File: config.mk
export PLATFORM = sky130hd
export DESIGN_NAME = ro_trng_ctrl
export DESIGN_NICKNAME = d
export VERILOG_FILES = /design/src/rtl/ro_trng_ctrl.sv
export SDC_FILE = /design/constraint.sdc
export NUM_CORES = 1
export LEC_CHECK = 0
export CAP_MARGIN = 20
export CORE_MARGIN = 10
export CORE_UTILIZATION = 50
export CTS_BUF_LIST = sky130_fd_sc_hd__clkbuf_16
export DETAILED_ROUTE_END_ITERATION = 10
export PLACE_DENSITY = 0.86
export SETUP_SLACK_MARGIN = 0.3
export SLEW_MARGIN = 20
export SYNTH_ARGS = -nofsm -noshare
export SYNTH_HDL_FRONTEND = slang
export SYNTH_SLANG_ARGS = --single-unit
export TNS_END_PERCENT = 100
File: constraint.sdc
create_clock -name clock -period 1.7 [get_ports clock]
set_input_delay 0.17 -clock clock [delete_from_list [all_inputs] [get_ports clock]]
set_output_delay 0.17 -clock clock [all_outputs]
set_load 0.005 [all_outputs]
File: src/rtl/ro_trng_ctrl.sv
// Ring-oscillator TRNG sequencer: halts the oscillator bank until started,
// warms it up, samples the XOR of the synchronized oscillator outputs at a
// divided rate, packs the samples into words and delivers them over
// valid/ready. A repetition-count health test shuts the bank down on failure.
//
// state     | meaning
// ----------+---------------------------------------------------------------
// S_IDLE    | oscillators halted, waiting for start
// S_WARM    | oscillators running, warm-up timer counting down
// S_COLLECT | sampling one bit every SAMPLE_DIV clocks into the shift register
// S_HOLD    | word presented on data with valid=1, sampling paused
// S_FAIL    | health test tripped; bank halted until reset_n
module ro_trng_ctrl #(
  parameter int NUM_RO     = 4,
  parameter int WARMUP     = 64,
  parameter int SAMPLE_DIV = 8,
  parameter int WORD       = 32,
  parameter int REP_LIMIT  = 16
) (
  input  logic              clock,
  input  logic              reset_n,
  input  logic              start,
  input  logic              stop,
  input  logic [NUM_RO-1:0] ro_signal,
  output logic [NUM_RO-1:0] ro_halt,
  output logic [WORD-1:0]   data,
  output logic              valid,
  input  logic              ready,
  output logic              busy,
  output logic              health_fail
);

  localparam int WCW = $clog2(WARMUP + 1);
  localparam int DCW = $clog2(SAMPLE_DIV + 1);
  localparam int BCW = $clog2(WORD + 1);
  localparam int RCW = $clog2(REP_LIMIT + 1);

  localparam logic [WCW-1:0] WARM_LOAD = WCW'(WARMUP - 1);
  localparam logic [DCW-1:0] DIV_LAST  = DCW'(SAMPLE_DIV - 1);
  localparam logic [BCW-1:0] WORD_BITS = BCW'(WORD);
  localparam logic [RCW-1:0] REP_MAX   = RCW'(REP_LIMIT);
  localparam logic [DCW-1:0] DIV_ONE   = DCW'(1);
  localparam logic [BCW-1:0] BIT_ONE   = BCW'(1);
  localparam logic [RCW-1:0] REP_ONE   = RCW'(1);
  localparam logic [WCW-1:0] WARM_ONE  = WCW'(1);

  typedef enum logic [2:0] {
    S_IDLE,
    S_WARM,
    S_COLLECT,
    S_HOLD,
    S_FAIL
  } state_t;

  state_t state, state_nx;

  logic [NUM_RO-1:0] sync1, sync2;
  logic [WCW-1:0]    warm_cnt;
  logic [DCW-1:0]    div_cnt;
  logic [BCW-1:0]    bit_cnt;
  logic [RCW-1:0]    rep_cnt;
  logic              prev_s;
  logic [WORD-1:0]   shreg;
  logic              stop_pend;

  logic s;
  logic word_full;
  logic rep_hit;
  logic sample_en;
  logic warm_entry;
  logic hold_entry;

  assign s          = ^sync2;
  assign word_full  = (bit_cnt == WORD_BITS);
  assign rep_hit    = (rep_cnt == REP_MAX);
  assign sample_en  = (state == S_COLLECT) && !rep_hit && !stop && !word_full &&
                      (div_cnt == DIV_LAST);
  assign warm_entry = (state == S_IDLE) && (state_nx == S_WARM);
  assign hold_entry = (state == S_COLLECT) && (state_nx == S_HOLD);

  // State register
  always_ff @(posedge clock) begin
    if (!reset_n) state <= S_IDLE;
    else          state <= state_nx;
  end

  // Next-state logic; a tripped health test outranks stop and word completion
  always_comb begin
    state_nx = state;
    case (state)
      S_IDLE:    if (start && !stop) state_nx = S_WARM;
      S_WARM: begin
        if (stop)                 state_nx = S_IDLE;
        else if (warm_cnt == '0)  state_nx = S_COLLECT;
      end
      S_COLLECT: begin
        if (rep_hit)              state_nx = S_FAIL;
        else if (stop)            state_nx = S_IDLE;
        else if (word_full)       state_nx = S_HOLD;
      end
      S_HOLD:    if (ready) state_nx = (stop || stop_pend) ? S_IDLE : S_COLLECT;
      S_FAIL:    state_nx = S_FAIL;
      default:   state_nx = S_IDLE;
    endcase
  end

  // Two-flop synchronizer on every oscillator output, running in all states
  always_ff @(posedge clock) begin
    if (!reset_n) begin
      sync1 <= '0;
      sync2 <= '0;
    end else begin
      sync1 <= ro_signal;
      sync2 <= sync1;
    end
  end

  // Warm-up down-counter, loaded as the bank is released
  always_ff @(posedge clock) begin
    if (!reset_n)                             warm_cnt <= '0;
    else if (warm_entry)                      warm_cnt <= WARM_LOAD;
    else if (state == S_WARM && warm_cnt != '0) warm_cnt <= warm_cnt - WARM_ONE;
  end

  // Sample divider and bit counter; both restart whenever COLLECT is (re)entered
  always_ff @(posedge clock) begin
    if (!reset_n || state != S_COLLECT) begin
      div_cnt <= '0;
      bit_cnt <= '0;
    end else begin
      div_cnt <= (div_cnt == DIV_LAST) ? '0 : div_cnt + DIV_ONE;
      if (sample_en) bit_cnt <= bit_cnt + BIT_ONE;
    end
  end

  // Shift register, first sample ends up in the MSB
  always_ff @(posedge clock) begin
    if (!reset_n)       shreg <= '0;
    else if (sample_en) shreg <= {shreg[WORD-2:0], s};
  end

  // Repetition-count health test; the run length carries across words
  always_ff @(posedge clock) begin
    if (!reset_n) begin
      rep_cnt <= '0;
      prev_s  <= 1'b0;
    end else if (warm_entry) begin
      rep_cnt <= '0;
    end else if (sample_en) begin
      rep_cnt <= (s == prev_s) ? rep_cnt + REP_ONE : REP_ONE;
      prev_s  <= s;
    end
  end

  // Output word register, loaded only as HOLD is entered
  always_ff @(posedge clock) begin
    if (!reset_n)        data <= '0;
    else if (hold_entry) data <= shreg;
  end

  // Stop seen while a word is pending is remembered until the handshake
  always_ff @(posedge clock) begin
    if (!reset_n || state != S_HOLD) stop_pend <= 1'b0;
    else if (ready)                  stop_pend <= 1'b0;
    else if (stop)                   stop_pend <= 1'b1;
  end

  // Status and oscillator control decoded from state
  always_comb begin
    ro_halt     = {NUM_RO{(state == S_IDLE) || (state == S_FAIL)}};
    valid       = (state == S_HOLD);
    busy        = (state != S_IDLE) && (state != S_FAIL);
    health_fail = (state == S_FAIL);
  end

endmodule

# [After elaboration in Yosys (flattened, before gate mapping)]
# Cells that the tools add are included.
[totals] regBits=99 word_cells=70 in_bits=9
[classes] n_mux=12 reduce_logical=27 bitwise_logic=2 n_eq_ne=13 n_addsub=4
[ops] cell="3-bit two-way mux" count=7
[ops] cell="3-bit one-hot mux with 5 select lines" count=1
[ops] cell="6-bit two-way mux" count=2
[ops] cell="3-bit by 2-bit == test with 1-bit output, second input constant" count=3
[ops] cell="1-bit logical AND" count=9
[ops] cell="7-bit logical NOT" count=1
[ops] cell="7-bit nonzero test" count=1
[ops] cell="7-bit by 1-bit subtractor with 7-bit output, second input constant" count=1
[ops] cell="6-bit by 1-bit adder with 6-bit output, second input constant" count=1
[ops] cell="3-bit by 1-bit == test with 1-bit output, second input constant" count=2
[ops] cell="6-bit == test, second input constant" count=1
[ops] cell="3-bit by 2-bit != test with 1-bit output, second input constant" count=2
[ops] cell="2-bit OR reduction" count=3
[ops] cell="5-bit by 1-bit adder with 5-bit output, second input constant" count=1
[ops] cell="5-bit == test, second input constant" count=1
[ops] cell="5-bit two-way mux" count=1
[ops] cell="4-bit by 1-bit adder with 4-bit output, second input constant" count=1
[ops] cell="4-bit by 3-bit == test with 1-bit output, second input constant" count=1
[ops] cell="1-bit logical NOT" count=4
[ops] cell="1-bit logical OR" count=4
[ops] cell="4-bit XOR reduction" count=1
[ops] cell="3-bit == test, second input constant" count=1
[ops] cell="3-bit logical NOT" count=1
[ops] cell="3-bit != test, second input constant" count=1
[ops] cell="6 further kinds" count=7

# [Depth between registers and ports, before layout]
# Gate-level depths: netlist (run 1).
[logic_depth] ltp_word=9 depth_mapped=8 depth_no_buf=6

# [Worst setup path before layout (run 1)]
# No wires, ideal clock.
[synth_timing] path_type="register -> register" start="reg bit_cnt[0]" end="reg rep_cnt[0]" n_path_buf=1 setup_time_ps=118 stages_incl_launch_ff=8 path_slack_ps=-75 arrival_ps=1658 period_less_slack_ps=1775 cell_sequence="dfxtp_1 > inv_1 > ha_1 > or4b_4 > o211ai_4 > buf_6 > nor2_1 > o2111a_1"
[synth_via] elab_chain_len=8 elab_cells_between_ends=11 cone_classes="eq/ne (2); mux (4); reduce/logical (5)"
[synth_rtl] element="start, declared" line="60" text="logic [BCW-1:0] bit_cnt;"
[synth_rtl] element="start signal, assigned" line="132" text="if (sample_en) bit_cnt <= bit_cnt + BIT_ONE;"
[synth_rtl] element="6-bit == test (*)" line="74" text="assign word_full = (bit_cnt == WORD_BITS);"
[synth_rtl] element="3-bit two-way mux" line="99" text="else if (word_full) state_nx = S_HOLD;"
[synth_rtl] element="3-bit two-way mux" line="98" text="else if (stop) state_nx = S_IDLE;"
[synth_rtl] element="3-bit two-way mux" line="97" text="if (rep_hit) state_nx = S_FAIL;"
[synth_rtl] element="3-bit one-hot mux with 5 select lines" line="90" text="case (state)"
[synth_rtl] element="3-bit by 1-bit == test with 1-bit output" line="78" text="assign warm_entry = (state == S_IDLE) && (state_nx == S_WARM);"
[synth_rtl] element="1-bit logical AND" line="78"
[synth_rtl] element="2-bit OR reduction (no source line)"
[synth_rtl] element="end signal, assigned" line="150" text="rep_cnt <= (s == prev_s) ? rep_cnt + REP_ONE : REP_ONE;"
[synth_rtl] element="end, declared" line="61" text="logic [RCW-1:0] rep_cnt;"
# Every way passes the cells marked *; elsewhere a longest branch is shown, timed or not.
# A chain may end at the register's enable or synchronous reset.

# [Worst setup path in the final report (run 1)]
[layout_timing] start="reg bit_cnt[0]" end="reg shreg[13]"
[layout_via] elab_chain_len=4
[layout_rtl] element="6-bit == test" line="74"
[layout_rtl] element="1-bit logical NOT" line="76" text="assign sample_en = (state == S_COLLECT) && !rep_hit && !stop && !word_full &&"
[layout_rtl] element="1-bit logical AND (2 in a row)" line="76"
[layout_rtl] element="end signal, assigned" line="139" text="else if (sample_en) shreg <= {shreg[WORD-2:0], s};"
[layout_rtl] element="end, declared" line="63" text="logic [WORD-1:0] shreg;"
# Every way passes these cells.

==> impl_results.md, run 1 <==
* Global-route wire length before repair at 24700 um
* Total CTS buffers at 9
* Final Skew at between 0.01 and 0.015 ns
* Most common cell after layout, fill and taps aside: dfxtp_1
* Num Clock Sinks at approximately 100
* WP buf/inv at 2
* Total routed wirelength at between 15000 and 20000 um
* Asr flop ratio synth at 0%
* Critical Path, Cell by Cell: inv_2 > ha_4 > or4b_4 > o211ai_4 > buf_12 > o21ai_0 > a21oi_1
* EDFF count, synth at 0
* Placed Cells at 641
* Share of layout cells above drive strength 1 at a little over a third
* Hold Crit Class: primary input to register
* Number of routed nets with antenna violations at 0
* Worst-path fanout max at 31
* H-tree depth at 3
* VDD IR max at 0.525 mV
* Post-layout minimum cycle time at 1.95 ns
* Hpwl dp at approximately 7700 um
* Gr ovfl total at 0
* DP Worst Slack at -0.229 ns
* Fmax at 512 MHz
* Final max-slew violation count at 0
* Iter 0 DRT Violations at about 600
* WL/cell at ~24 um
* Slew @ Worst Pin at 0.623 ns
* Unrepaired setup endpoints after global routing: yes
* Final worst-path cycle share at 115%
* Placed instance area at between 5000 and 6000 sq um
* Leak Pwr at 2.37 nW
* Max Cap Viol at 0
* # rows at 33
* Rel. slew slack at around three fifths
* Clk root buf: clkbuf_16
* R2R Setup Slk at -0.25 ns
* Syn_nets at 509
* Synth top area share at 46.3%
* Power per cell area at 807 nW/um^2
* HP Start: ro_signal[3]
* # diodes at 0
* Synthesized flop and latch total at 99
* CP Class: register to register
* Avg Cell Area, Syn at 8.67 sq um
* Final Hold Violating Endpoints at 0
* Warnings from Yosys at 0
* DRC viols at 0
* FF-to-FF Start: bit_cnt[0]$_SDFFE_PP0P_
* Most frequent cells in the layout: dfxtp_1 (86), a21oi_1 (59), nand3_1 (52), o21ai_0 (41), buf_4 (34)
* Leading area contributor after synthesis: dfxtp_1
* Core area at about 8300 sq um
* Post-layout worst setup margin at -0.255 ns
* Global placer's final weighted congestion at 0.794
* CP max stage cell: or4b_4
* Max stage delay on crit path at 0.48 ns
* WP data required at 1.97 ns
* Synth unique cells at 51
* Top cell family by delay on the critical path: compound AO/OA/AOI/OAI gates
* CP Capture Type: register
* Layout Cells excl Fill at between 600 and 700
* Vias after detailed routing at around 4600
* Vias per std cell at between 6 and 7
* Vias in the first global route at 4544
* CTS tree: built
* Final setup fails at 77
* GRT Total Usage at approximately a quarter
* Mapped cell area at 4280 sq um
* Worst-path clk slew at 0.08 ns
* Full die area at 12700 sq um
* Clock latency at the later pin of the worst-skew pair at 0.36 ns
* Synth Flop Type: dfxtp_1
* Drt pass-1 iters at 7
* Initial Utilization at 51.8%
* Hold Path Stages at 2
* Setup_tns at -8.04 ns
* Worst R2R End: shreg[13]$_SDFFE_PN0P_
* Nature of the critical path startpoint: register
* Sequential-to-total area share from yosys stat at between 40 and 50%
* # IOs at 48
* Post-synthesis cell count at 493
* DIE HEIGHT at about 110 um
* Count of input and output buffers at 47
* Largest cells by area after synthesis: dfxtp_1 (46%), a21oi_1 (9.1%), nand3_1 (8.7%)
* DIE WIDTH at 112 um
* CP Data Arrival Time at 2.22 ns
* Largest net degree at the start of global routing at 34
* Failing checks: negative setup slack
* Post-layout util at 77.7%
* Fill cells at between 400 and 500
* Hold path endpoint: sync1[3]$_SDFF_PN0_
* Status: complete, but fails checks
* Max clock buf depth at 2
* Reg2reg path depth at 7
* Initial antenna violation count at 0
* Layout Nets at 597
* Final Cell Area at 6420 sq um
* P&R area growth vs syn at 50.1%
## worst register-to-register path, stage by stage (launching register included)
cell	delay [ns]
dfxtp_2	0.34
inv_2	0.08
ha_4	0.13
or4b_4	0.48
o211ai_4	0.25
buf_12	0.21
o21ai_0	0.12
a21oi_1	0.25
## per-stage QoR
stage | power, mW | hold WS [ns]
2_1_floorplan | 2.70 | 0.249
3_3_place_gp | 2.83 | 0.419
3_5_place_dp | 2.84 | 0.428
4_1_cts | 5.04 | 0.401
5_1_grt | 5.26 | 0.403
6_report | 5.18 | 0.391
## flip-flops by register name, indices dropped and copies added, names as in the netlist
signal	count
bit_cnt	6
data	32
div_cnt	4
prev_s	1
rep_cnt	5
shreg	32
state	3
stop_pend	1
sync1	4
sync2	4
warm_cnt	7
## logic make-up after synthesis
group	count (synthesis)	share of synthesized area (%)
simple gates	147	19.3
fa+ha+maj	7	2.05
buf+inv	55	5.85
compound gates	167	22.1
xor+xnor	11	2.57
mux	7	1.73
flops	99	46.3
## synth_stat cells, types with 4 or more instances
cell and n:
nand3b_1 4, buf_2 8, nand2_1 8, nand4_1 6, xnor2_1 10, dfxtp_1 99, nand3_1 74, a2111oi_2 4
clkbuf_1 24, a21oi_1 78, nor2_1 16, buf_1 4, o21ai_0 69, inv_1 12, and2_1 10, ha_1 7
mux2i_1 4
## repair_timing
item,in CTS,in global routing
pin swaps,41,12
resized for setup,136,55
hold buffers,0,0
setup endpoints to repair,93,109
gates cloned,4,0
hold endpoints to repair,0,0
setup buffers,22,8
## area by class of cell
cell class	instances	area (sq um)	area share (%)
repair buffers	119	1350	21.0
inverters	13	56.3	0.877
multi-input cells	339	2560	39.9
clock inverters	7	86.3	1.34
well taps	105	131	2.05
clock buffers	9	225	3.51
flip-flops and latches	99	2010	31.3
## per-layer routing
| layer | share of wire (%) | wire length, um | global-route usage [%] |
|---|---|---|---|
| met1 | 37 | 6110 | 25.4 |
| met2 | 48 | 7930 | 41.3 |
| met3 | 9.1 | 1510 | 4.90 |
| met4 | 6.1 | 1010 | 14.9 |
| met5 | 0 | 0 | 0 |
## worst max path at each step
| stage | from | to | slack (ns) | cells past startpoint |
|---|---|---|---|---|
| after floorplan | bit_cnt[1]$_SDFFE_PP0P_ | rep_cnt[0]$_SDFFE_PP0P_ | -0.06 | 7 |
| after global placement | stop | rep_cnt[1]$_SDFFE_PP0P_ | -0.16 | 8 |
| after detailed placement | bit_cnt[0]$_SDFFE_PP0P_ | shreg[9]$_SDFFE_PN0P_ | -0.23 | 7 |
| after CTS | bit_cnt[0]$_SDFFE_PP0P_ | prev_s$_SDFFE_PN0P_ | -0.12 | 7 |
| after global routing | bit_cnt[0]$_SDFFE_PP0P_ | shreg[13]$_SDFFE_PN0P_ | -0.33 | 7 |
| final | bit_cnt[0]$_SDFFE_PP0P_ | shreg[13]$_SDFFE_PN0P_ | -0.25 | 7 |
## power by group
| part | total, mW | switching, mW | internal, mW |
|---|---|---|---|
| clock | 2.18 | 1.01 | 1.17 |
| sequential | 2.38 | 0.0365 | 2.34 |
| combinational | 0.623 | 0.325 | 0.299 |
(Power assumes the default switching activity.)
==> run 2, diff against run 1 <==
- CORE_UTILIZATION: 50 -> 52
- CTS_BUF_LIST: sky130_fd_sc_hd__clkbuf_16 -> sky130_fd_sc_hd__clkbuf_8
- PLACE_DENSITY: 0.86 -> 0.89
==> impl_results.md, run 2 (synthesis gave the netlist of run 1 again) <==
* Hold Crit Class: primary input to register
* Initial antenna violation count at 0 (unchanged)
* Switching share of power at 29.0% (+2.5 points)
* Met3 usage at 4.92% (+0.025 points)
* # rows at 33 (unchanged)
* CP Capture Type: register
* Global-route wire length before repair at 24900 um (+0.75%)
* Vias per std cell at 7.18 (+6.8%)
* Met2 GRT Util at 41.0% (-0.33 points)
* Placed instance area at 5240 sq um (-0.43%)
* Hpwl dp at 7480 um (-3.4%)
* Vias in the first global route at 4495 (-1.1%)
* Global placer's final weighted congestion at 0.912 (+15%)
* Iter 0 DRT Violations at 930 (+54%)
* Power per cell area at 727 nW/um^2 (-9.9%)
* Number of routed nets with antenna violations at 0 (unchanged)
* Fmax at 487 MHz (-4.9%)
* Drt pass-1 iters at 6 (-1)
* Final setup fails at 92 (+19%)
* H-tree depth at 3 (unchanged)
* WL/cell at 27.9 um (+17%)
* Post-layout minimum cycle time at 2.05 ns (+0.0998 ns)
* Gr ovfl total at 0 (unchanged)
* DRC viols at 0 (unchanged)
* Most frequent cells in the layout: dfxtp_1 (73), a21oi_1 (56), nand3_1 (49), buf_6 (39), o21ai_1 (38)
* DIE WIDTH at 111 um (-1.6%)
* Switch Pwr at 1.39 mW (+1.1%)
* Core area at 8090 sq um (-2.0%)
* CP max stage cell: or4b_4
* Rel. slew slack at 62.3% (+4.1 points)
* Unrepaired setup endpoints after global routing: yes
* Critical Path, Cell by Cell: inv_2 > ha_4 > or4b_4 > o211ai_4 > buf_6 > buf_6 > o21ai_2 > a21oi_1
* Clk network pwr share at 35.4% (-6.6 points)
* Placed Cells at 638 (-0.47%)
* Cell internal pwr at 3.40 mW (-11%)
* Biggest regs: data x32, shreg x32, warm_cnt x7
* Reg power frac at 49.7% (+3.8 points)
* Num Clock Sinks at 99 (unchanged)
* # IOs at 48 (unchanged)
* Global routing's busiest layer: met2
* Clock latency at the later pin of the worst-skew pair at 0.40 ns (+0.04 ns)
* Worst-path fanout max at 5 (-84%)
* GR met1 Demand/Resource at 28.2% (+2.8 points)
* Final Skew at 0.0153 ns (+0.00491 ns)
* CP most frequent cell: buf_6
* Final max-slew violation count at 0 (unchanged)
* Final Hold Violating Endpoints at 0 (unchanged)
* Layout Cells excl Fill at 702 (+1.6%)
* Total power at 4.79 mW (-7.6%)
* GRT Total Usage at 24.4% (+0.80 points)
* Post-layout worst setup margin at -0.355 ns (-0.0998 ns)
* VDD IR max at 0.406 mV (-23%)
* Cts hold-fix bufs at 0 (unchanged)
* Slew @ Worst Pin at 0.562 ns (-0.0611 ns)
* Largest net degree at the start of global routing at 36 (+5.9%)
* Most common cell after layout, fill and taps aside: dfxtp_1
* Reg2reg path depth at 8 (+1)
* DIE HEIGHT at 111 um (-1.6%)
* Clk root buf: clkbuf_8
* Total CTS buffers at 9 (unchanged)
* Final Cell Area at 6590 sq um (+2.6%)
* WP data required at 2.00 ns (+0.03 ns)
* Total routed wirelength at 19600 um (+18%)
* Full die area at 12300 sq um (-3.2%)
* Worst-path clk slew at 0.11 ns (+0.03 ns)
* Vias after detailed routing at 5037 (+8.5%)
* Final worst-path cycle share at 121% (+5.9 points)
* Layout Nets at 608 (+1.8%)
* Max Cap Viol at 0 (unchanged)
* Count of input and output buffers at 47 (unchanged)
* Max stage delay on crit path at 0.51 ns (+0.03 ns)
* Max clock buf depth at 2 (unchanged)
* Failing checks: negative setup slack
* Hold Path Stages at 2 (unchanged)
* CP Data Arrival Time at 2.36 ns (+0.14 ns)
* Status: complete, but fails checks
* Initial Utilization at 52.8% (+1.1 points)
* Share of layout cells above drive strength 1 at 39.7% (+4.4 points)
* P&R area growth vs syn at 54.0%
* # diodes at 0 (unchanged)
* Logic gate share of total power at 14.9% (+2.9 points)
* CTS tree: built
* Nature of the critical path startpoint: register
* CP Class: register to register
* Leak Pwr at 2.57 nW (+8.1%)
run 2: cell types whose count changed in the layout (fill, tap and decap cells not counted), moves of 8 or more:
| cell | change |
|---|---|
| nand3_2 | -8 |
| dlygate4sd2_1 | +17 |
| dfxtp_2 | +15 |
| o21ai_0 | -15 |
| buf_6 | +8 |
| o21ai_1 | +18 |
| clkbuf_8 | +9 |
| clkdlybuf4s50_1 | -20 |
| clkbuf_16 | -9 |
| dfxtp_1 | -13 |
| nand3_4 | +11 |
run 2: path summary, 6_finish.rpt:
check | end | startpoint | slack, ns
hold / removal | sync1[1]$_SDFF_PN0_ | ro_signal[1] | 0.37
hold reg to reg | sync2[3]$_SDFF_PN0_ | sync1[3]$_SDFF_PN0_ | 0.46
setup / recovery | rep_cnt[1]$_SDFFE_PP0P_ | bit_cnt[1]$_SDFFE_PP0P_ | -0.35
setup reg to reg | rep_cnt[1]$_SDFFE_PP0P_ | bit_cnt[1]$_SDFFE_PP0P_ | -0.35
run 2: area by class of cell:
| class | count | area (sq um) |
|---|---|---|
| clock inverters | 7 | 92.6 |
| clock buffers | 9 | 124 |
| multi-input cells | 339 | 2670 |
| flip-flops and latches | 99 | 2020 |
| well taps | 105 | 131 |
| fillers | 370 | 1510 |
| inverters | 13 | 48.8 |
| repair buffers | 130 | 1490 |
run 2: power by group through the flow:
stage / sequential (mW) / combinational, mW / clock, mW
after floorplan: 2.43 / 0.276 / 0
after global placement: 2.42 / 0.395 / 0
after detailed placement: 2.43 / 0.413 / 0
after CTS: 2.37 / 0.550 / 1.63
after global routing: 2.38 / 0.728 / 1.75
final: 2.38 / 0.715 / 1.69
run 2: worst max-delay path: cells and delay by family (launching register included):
kind / cells / cell delay (ns)
and+or+nand+nor: 1 / 0.51
DFF: 1 / 0.34
AOI/OAI and AO/OA: 3 / 0.60
adders and majority gates: 1 / 0.13
buffers and inverters: 3 / 0.37
run 2: repair_timing:
item | in CTS | in global routing
buffers inserted | 26 | 17
gates cloned | 5 | 0
endpoints found under the hold margin | 0 | 0
pin swaps | 34 | 37
gates resized for setup | 138 | 125
setup endpoints to repair | 117 | 111
run 2: metal layers:
metal	vias to the layer above	share of wire, %
li1	1982	-
met5	-	0
met4	0	8.1
met1	2362	36
met2	525	45
met3	168	11
run 2: through the flow:
step           util [%]  TNS (ns)  setup WS, ns  hold WS, ns
4_1_cts            74.8     -3.84        -0.129        0.369
3_5_place_dp       64.7    -12.08        -0.263        0.421
6_report           81.4    -16.49        -0.355        0.368
2_1_floorplan         -    -0.388       -0.0643        0.249
3_3_place_gp       64.7     -9.02        -0.197        0.429
5_1_grt            81.4    -18.34        -0.396        0.385
